[src/rtl/grant_burst_mux_2.sv]
// grant_burst_mux_2: locks onto a one-hot grant and forwards one burst through a registered valid/ready stage
module grant_burst_mux_2 #(
  parameter int DATA_W = 8,
  parameter int LEN_W  = 4
) (
  input  logic              clk,
  input  logic              rst,
  input  logic [1:0]        grant,
  input  logic [LEN_W-1:0]  req_len0,
  input  logic [LEN_W-1:0]  req_len1,
  input  logic [DATA_W-1:0] req_data0,
  input  logic [DATA_W-1:0] req_data1,
  input  logic [1:0]        req_valid,
  output logic [1:0]        req_ready,
  output logic [DATA_W-1:0] out_data,
  output logic              out_valid,
  input  logic              out_ready,
  output logic              out_id,
  output logic              out_last,
  output logic [1:0]        done,
  output logic              busy
);
  typedef enum logic [1:0] {IDLE, XFER, DRAIN} state_t;
  state_t state_q, state_d;
  logic owner_q, owner_d;
  logic [LEN_W-1:0] len_q, len_d, cnt_q, cnt_d;
  logic [DATA_W-1:0] out_data_q, out_data_d;
  logic out_valid_q, out_valid_d, out_id_q, out_id_d, out_last_q, out_last_d;
  logic [1:0] done_q, done_d;
  logic rdy, acc, last;
  assign rdy = !out_valid_q || out_ready;
  assign acc = state_q == XFER && req_valid[owner_q] && rdy;
  assign last = cnt_q == len_q;
  assign req_ready = (state_q == XFER && rdy) ? (owner_q ? 2'b10 : 2'b01) : 2'b00;
  assign out_data = out_data_q;
  assign out_valid = out_valid_q;
  assign out_id = out_id_q;
  assign out_last = out_last_q;
  assign done = done_q;
  assign busy = state_q != IDLE;
  always_comb begin
    state_d = state_q;
    owner_d = owner_q;
    len_d = len_q;
    cnt_d = cnt_q;
    out_data_d = out_data_q;
    out_valid_d = out_valid_q;
    out_id_d = out_id_q;
    out_last_d = out_last_q;
    done_d = 2'b00;
    case (state_q)
      IDLE: if (grant == 2'b01 || grant == 2'b10) begin
        owner_d = grant[1];
        len_d = grant[1] ? req_len1 : req_len0;
        cnt_d = '0;
        state_d = XFER;
      end
      XFER: if (acc) begin
        out_data_d = owner_q ? req_data1 : req_data0;
        out_id_d = owner_q;
        out_valid_d = 1'b1;
        out_last_d = last;
        cnt_d = last ? cnt_q : cnt_q + 1'b1;
        state_d = last ? DRAIN : XFER;
      end else if (out_ready) begin
        out_valid_d = 1'b0;
      end
      DRAIN: if (out_valid_q && out_ready) begin
        out_valid_d = 1'b0;
        done_d = owner_q ? 2'b10 : 2'b01;
        state_d = IDLE;
      end
      default: state_d = IDLE;
    endcase
  end
  always_ff @(posedge clk) begin
    if (rst) begin
      state_q <= IDLE;
      owner_q <= 1'b0;
      len_q <= '0;
      cnt_q <= '0;
      out_data_q <= '0;
      out_valid_q <= 1'b0;
      out_id_q <= 1'b0;
      out_last_q <= 1'b0;
      done_q <= 2'b00;
    end else begin
      state_q <= state_d;
      owner_q <= owner_d;
      len_q <= len_d;
      cnt_q <= cnt_d;
      out_data_q <= out_data_d;
      out_valid_q <= out_valid_d;
      out_id_q <= out_id_d;
      out_last_q <= out_last_d;
      done_q <= done_d;
    end
  end
endmodule

[config.mk]
export PLATFORM = sky130hd
export DESIGN_NAME = grant_burst_mux_2
export DESIGN_NICKNAME = d
export VERILOG_FILES = /design/src/rtl/grant_burst_mux_2.sv
export SDC_FILE = /design/constraint.sdc
export NUM_CORES = 1
export LEC_CHECK = 0
export CORE_MARGIN = 5
export CORE_UTILIZATION = 30
export DETAILED_ROUTE_END_ITERATION = 7
export DONT_BUFFER_PORTS = 1
export GPL_TIMING_DRIVEN = 0
export PLACE_DENSITY = 0.5
export SYNTH_ARGS = -nofsm -noshare
export SYNTH_HDL_FRONTEND = slang
export SYNTH_SLANG_ARGS = --single-unit
[constraint.sdc]
create_clock -name clk -period 1.4 [get_ports clk]
set_input_delay 0.07 -clock clk [delete_from_list [all_inputs] [get_ports clk]]
set_output_delay 0.07 -clock clk [all_outputs]
set_load 0.05 [all_outputs]
==> out/summary.txt <==
Outcome -> finished with violations
Failing checks -> setup timing
N_diodes -> 0
DR pass1 iterations -> 4
Clk_skew -> 0.00518 ns
Synth Area in XOR/XNOR -> 0.0334
Clock power frac -> 0.268
Post-DR wirelength/cell -> 16.1 µm
Yosys cell types -> 38
Via density -> 5.18
Biggest area consumer among synthesized cells -> dfxtp_1
Starting DRC count in detailed routing -> 37
Mapped cell area -> 1310 µm²
Critical-path cell list -> mux2i_4, nor3b_4, buf_6, buf_8, nor2_4, a211oi_2
Gr busiest metal -> met2
Fin. Hold Viols -> 0
Sw Share -> 0.358
RSZ-0062 raised after global routing -> true
Highest clock rate -> 0.699 GHz
Area share of fa/ha/maj cells after synthesis -> 0.00955
Final slew viol count -> 0
GPL Wtd Cong -> 0.769
Rel. slew slack -> 0.586
Worst Path Arrival -> 1.62 ns
Clock-pin slew on the worst setup and hold paths -> 0.09 ns
Chip width -> 76.1 µm
Least-Margin Pin Slew -> 0.621 ns
Seq pwr share -> 0.417
# DRC -> 0
I/O Pins -> 47
Clock root buffer -> clkbuf_8
Area Overhead vs Synth -> 32.5%
Routed via count -> 1103
Effective utilization at floorplan -> 0.305
Final setup viols -> 3
Combinational family with the most area after synthesis -> simple AND/OR/NAND/NOR gates
Post-synthesis compound-gate area fraction -> 0.196
Synth Register Bits -> 24
Critical Path End Type -> flip-flop
Hold crit path type -> in -> reg
Pwr/cell area -> 1330 nW/µm²
Top-area cell type share of the netlist area -> 0.367
NetSw -> 0.825 mW
Internal -> 1.48 mW
H-tree depth -> 1
Seq/Total Area, Yosys -> 0.367
Synth Area in Simple Gates -> 0.223
First-pass GRT wire length -> 5600 µm
# rows -> 24
Number of global-route vias before repair -> 1143
Layout Cells excl Fill -> 213
Clk sinks -> 24
Main area contributors after synthesis -> dfxtp_1 37%, mux2i_1 9.9%, a211oi_2 7.6%
Post-synth net total -> 170
Period utilization -> 1.02
GR Layer Usage met3 -> 0.0366
Tot GR Track Use -> 0.117
Post-synthesis mux area share -> 0.110
Die area -> 5790 µm²
Worst Slack Setup Final -> -0.0300 ns
Yosys warns -> 0
Initial antenna violation count -> 0
WS Path Type -> reg -> reg
Comb pwr share -> 0.315
Die extent in y -> 76.1 µm
Largest net degree at the start of global routing -> 15
Clk_lat worst skew -> 0.27 ns
Setup slack, reg-to-reg -> -0.03 ns
Mapped Cells -> 138
Peak supply drop -> 0.549 mV
Crit-path max FO -> 6
Grt met2 use -> 0.196
LEAKAGE -> 0.621 nW
GR Util met1 -> 0.139
Antenna viol nets, final -> 0
Maximum Capacitance Violations -> 0
Mean post-synth cell area -> 9.49 µm²
CP Launch Type -> flip-flop
CTS buffer count -> 3
Placed Cells incl. Taps -> 190
CTS tree -> done
DP Wirelength -> 2360 µm
Remaining Overflow, GRT -> 0
# port buffers -> 0
Final WL -> 3440 µm
Pre-CTS setup slack -> -0.155 ns
Core Area -> 4290 µm²
NumNets Final -> 194
Layout cells sized above 1 -> 0.422
Critical path required time -> 1.59 ns
Clock Tree Buf Depth -> 2
Worst path slowest cell -> dfxtp_4
Worst path max stage delay -> 0.38 ns
Min Tclk post-route -> 1.43 ns
sequential cells by signal (all words and copies together), names as in the netlist:
register   flops
owner_q        1
state_q        2
len_q          4
out_valid      1
out_last       1
out_id         1
out_data       8
done           2
cnt_q          4
per-layer routing:
metal / vias up / routed length, µm
met5: - / 0
met4: 0 / 68
met3: 7 / 187
met2: 27 / 1740
met1: 519 / 1440
li1: 550 / -
cell usage after synthesis:
cell type,number
nor3_1,2
nand2_1,9
nor4b_1,1
nor2_1,9
nand3b_4,1
nor4_1,1
or3_1,1
and3_1,2
nor3b_4,1
xnor2_1,4
mux2i_1,13
nand4_1,1
o211ai_1,4
and4_1,1
o21ai_0,2
nand4b_1,1
buf_6,3
a21oi_1,9
inv_1,2
nand3b_1,1
clkbuf_2,1
buf_4,1
nand3_1,4
dfxtp_1,24
ha_1,1
nor2b_1,1
buf_2,3
a211oi_2,8
nor2_2,8
a31oi_1,1
clkbuf_1,3
xor2_1,1
and2_1,1
a31oi_2,1
a211oi_1,7
mux2i_2,1
nand2b_1,3
nand3_2,1
logic make-up (layout without fill, tap and decap cells):
group | count (synthesis) | count (layout)
buf+inv | 13 | 36
fa+ha+maj | 1 | 1
mux | 14 | 14
compound gates | 32 | 32
xor+xnor | 5 | 5
simple gates | 49 | 49
flops | 24 | 24
cell type report:
cell class | instances | area (µm²)
plain buffers | 8 | 72.6
clock buffers | 3 | 41.3
clock inverters | 1 | 30.0
fillers | 428 | 2560
inverters | 2 | 7.51
multi-input cells | 101 | 836
flip-flops and latches | 24 | 497
well taps | 52 | 65.1
repair buffers | 22 | 186
power groups by stage:
stage | registers, mW | clock network [mW] | logic (mW)
after floorplan | 0.949 | 0 | 0.465
after global placement | 0.964 | 0 | 0.536
after detailed placement | 0.964 | 0 | 0.546
after CTS | 0.954 | 0.628 | 0.719
after global routing | 0.971 | 0.670 | 0.790
final | 0.960 | 0.618 | 0.727
critical path, delay by kind of cell (launching register included):
kind	cells	cell delay, ns
buf+inv	2	0.31
compound gates	1	0.20
flops	1	0.38
mux	1	0.20
simple gates	2	0.26
stage by stage:
step | hold slack, ns | instance area (µm²) | utilization | setup TNS, ns | total power, mW
after detailed placement | 0.142 | 1390 | 0.323 | -1.52 | 1.51
after global placement | 0.135 | 1390 | 0.323 | -1.35 | 1.50
after floorplan | 0.135 | 1320 | - | 0 | 1.41
after global routing | 0.0196 | 1740 | 0.404 | -0.714 | 2.43
after CTS | -0.153 | 1690 | 0.394 | -0.413 | 2.30
final | 0.00195 | 1740 | 0.404 | -0.0681 | 2.30
placed cells by master, fill, tap and decap left out, types with 4 or more instances in the layout:
master,synthesis,layout
buf_4,1,17
dfxtp_2,0,4
a211oi_1,7,6
nand2_1,9,8
xnor2_1,4,4
mux2i_1,13,13
nor2_1,9,7
dfxtp_1,24,17
nor2_2,8,6
o211ai_1,4,4
a211oi_2,8,9
a21oi_1,9,7
nor2_4,0,4
timing repair:
action	4_1_cts	5_1_grt
gates resized for setup	23	13
pin swaps	12	9
endpoints found under the hold margin	6	4
cloned	2	0
hold buffers	2	1
setup endpoints to repair	16	22
buffers inserted	12	6
worst paths after layout:
path,startpoint,endpoint,depth (start not counted)
max,owner_q$_SDFFE_PP0P_,out_last$_SDFFE_PP0P_,6
max reg2reg,owner_q$_SDFFE_PP0P_,out_last$_SDFFE_PP0P_,6
min,req_valid[0],out_id$_SDFFE_PP0P_,3
min reg2reg,len_q[2]$_SDFFE_PP0P_,len_q[2]$_SDFFE_PP0P_,2
Note: power is estimated with default switching activity, not from simulation.
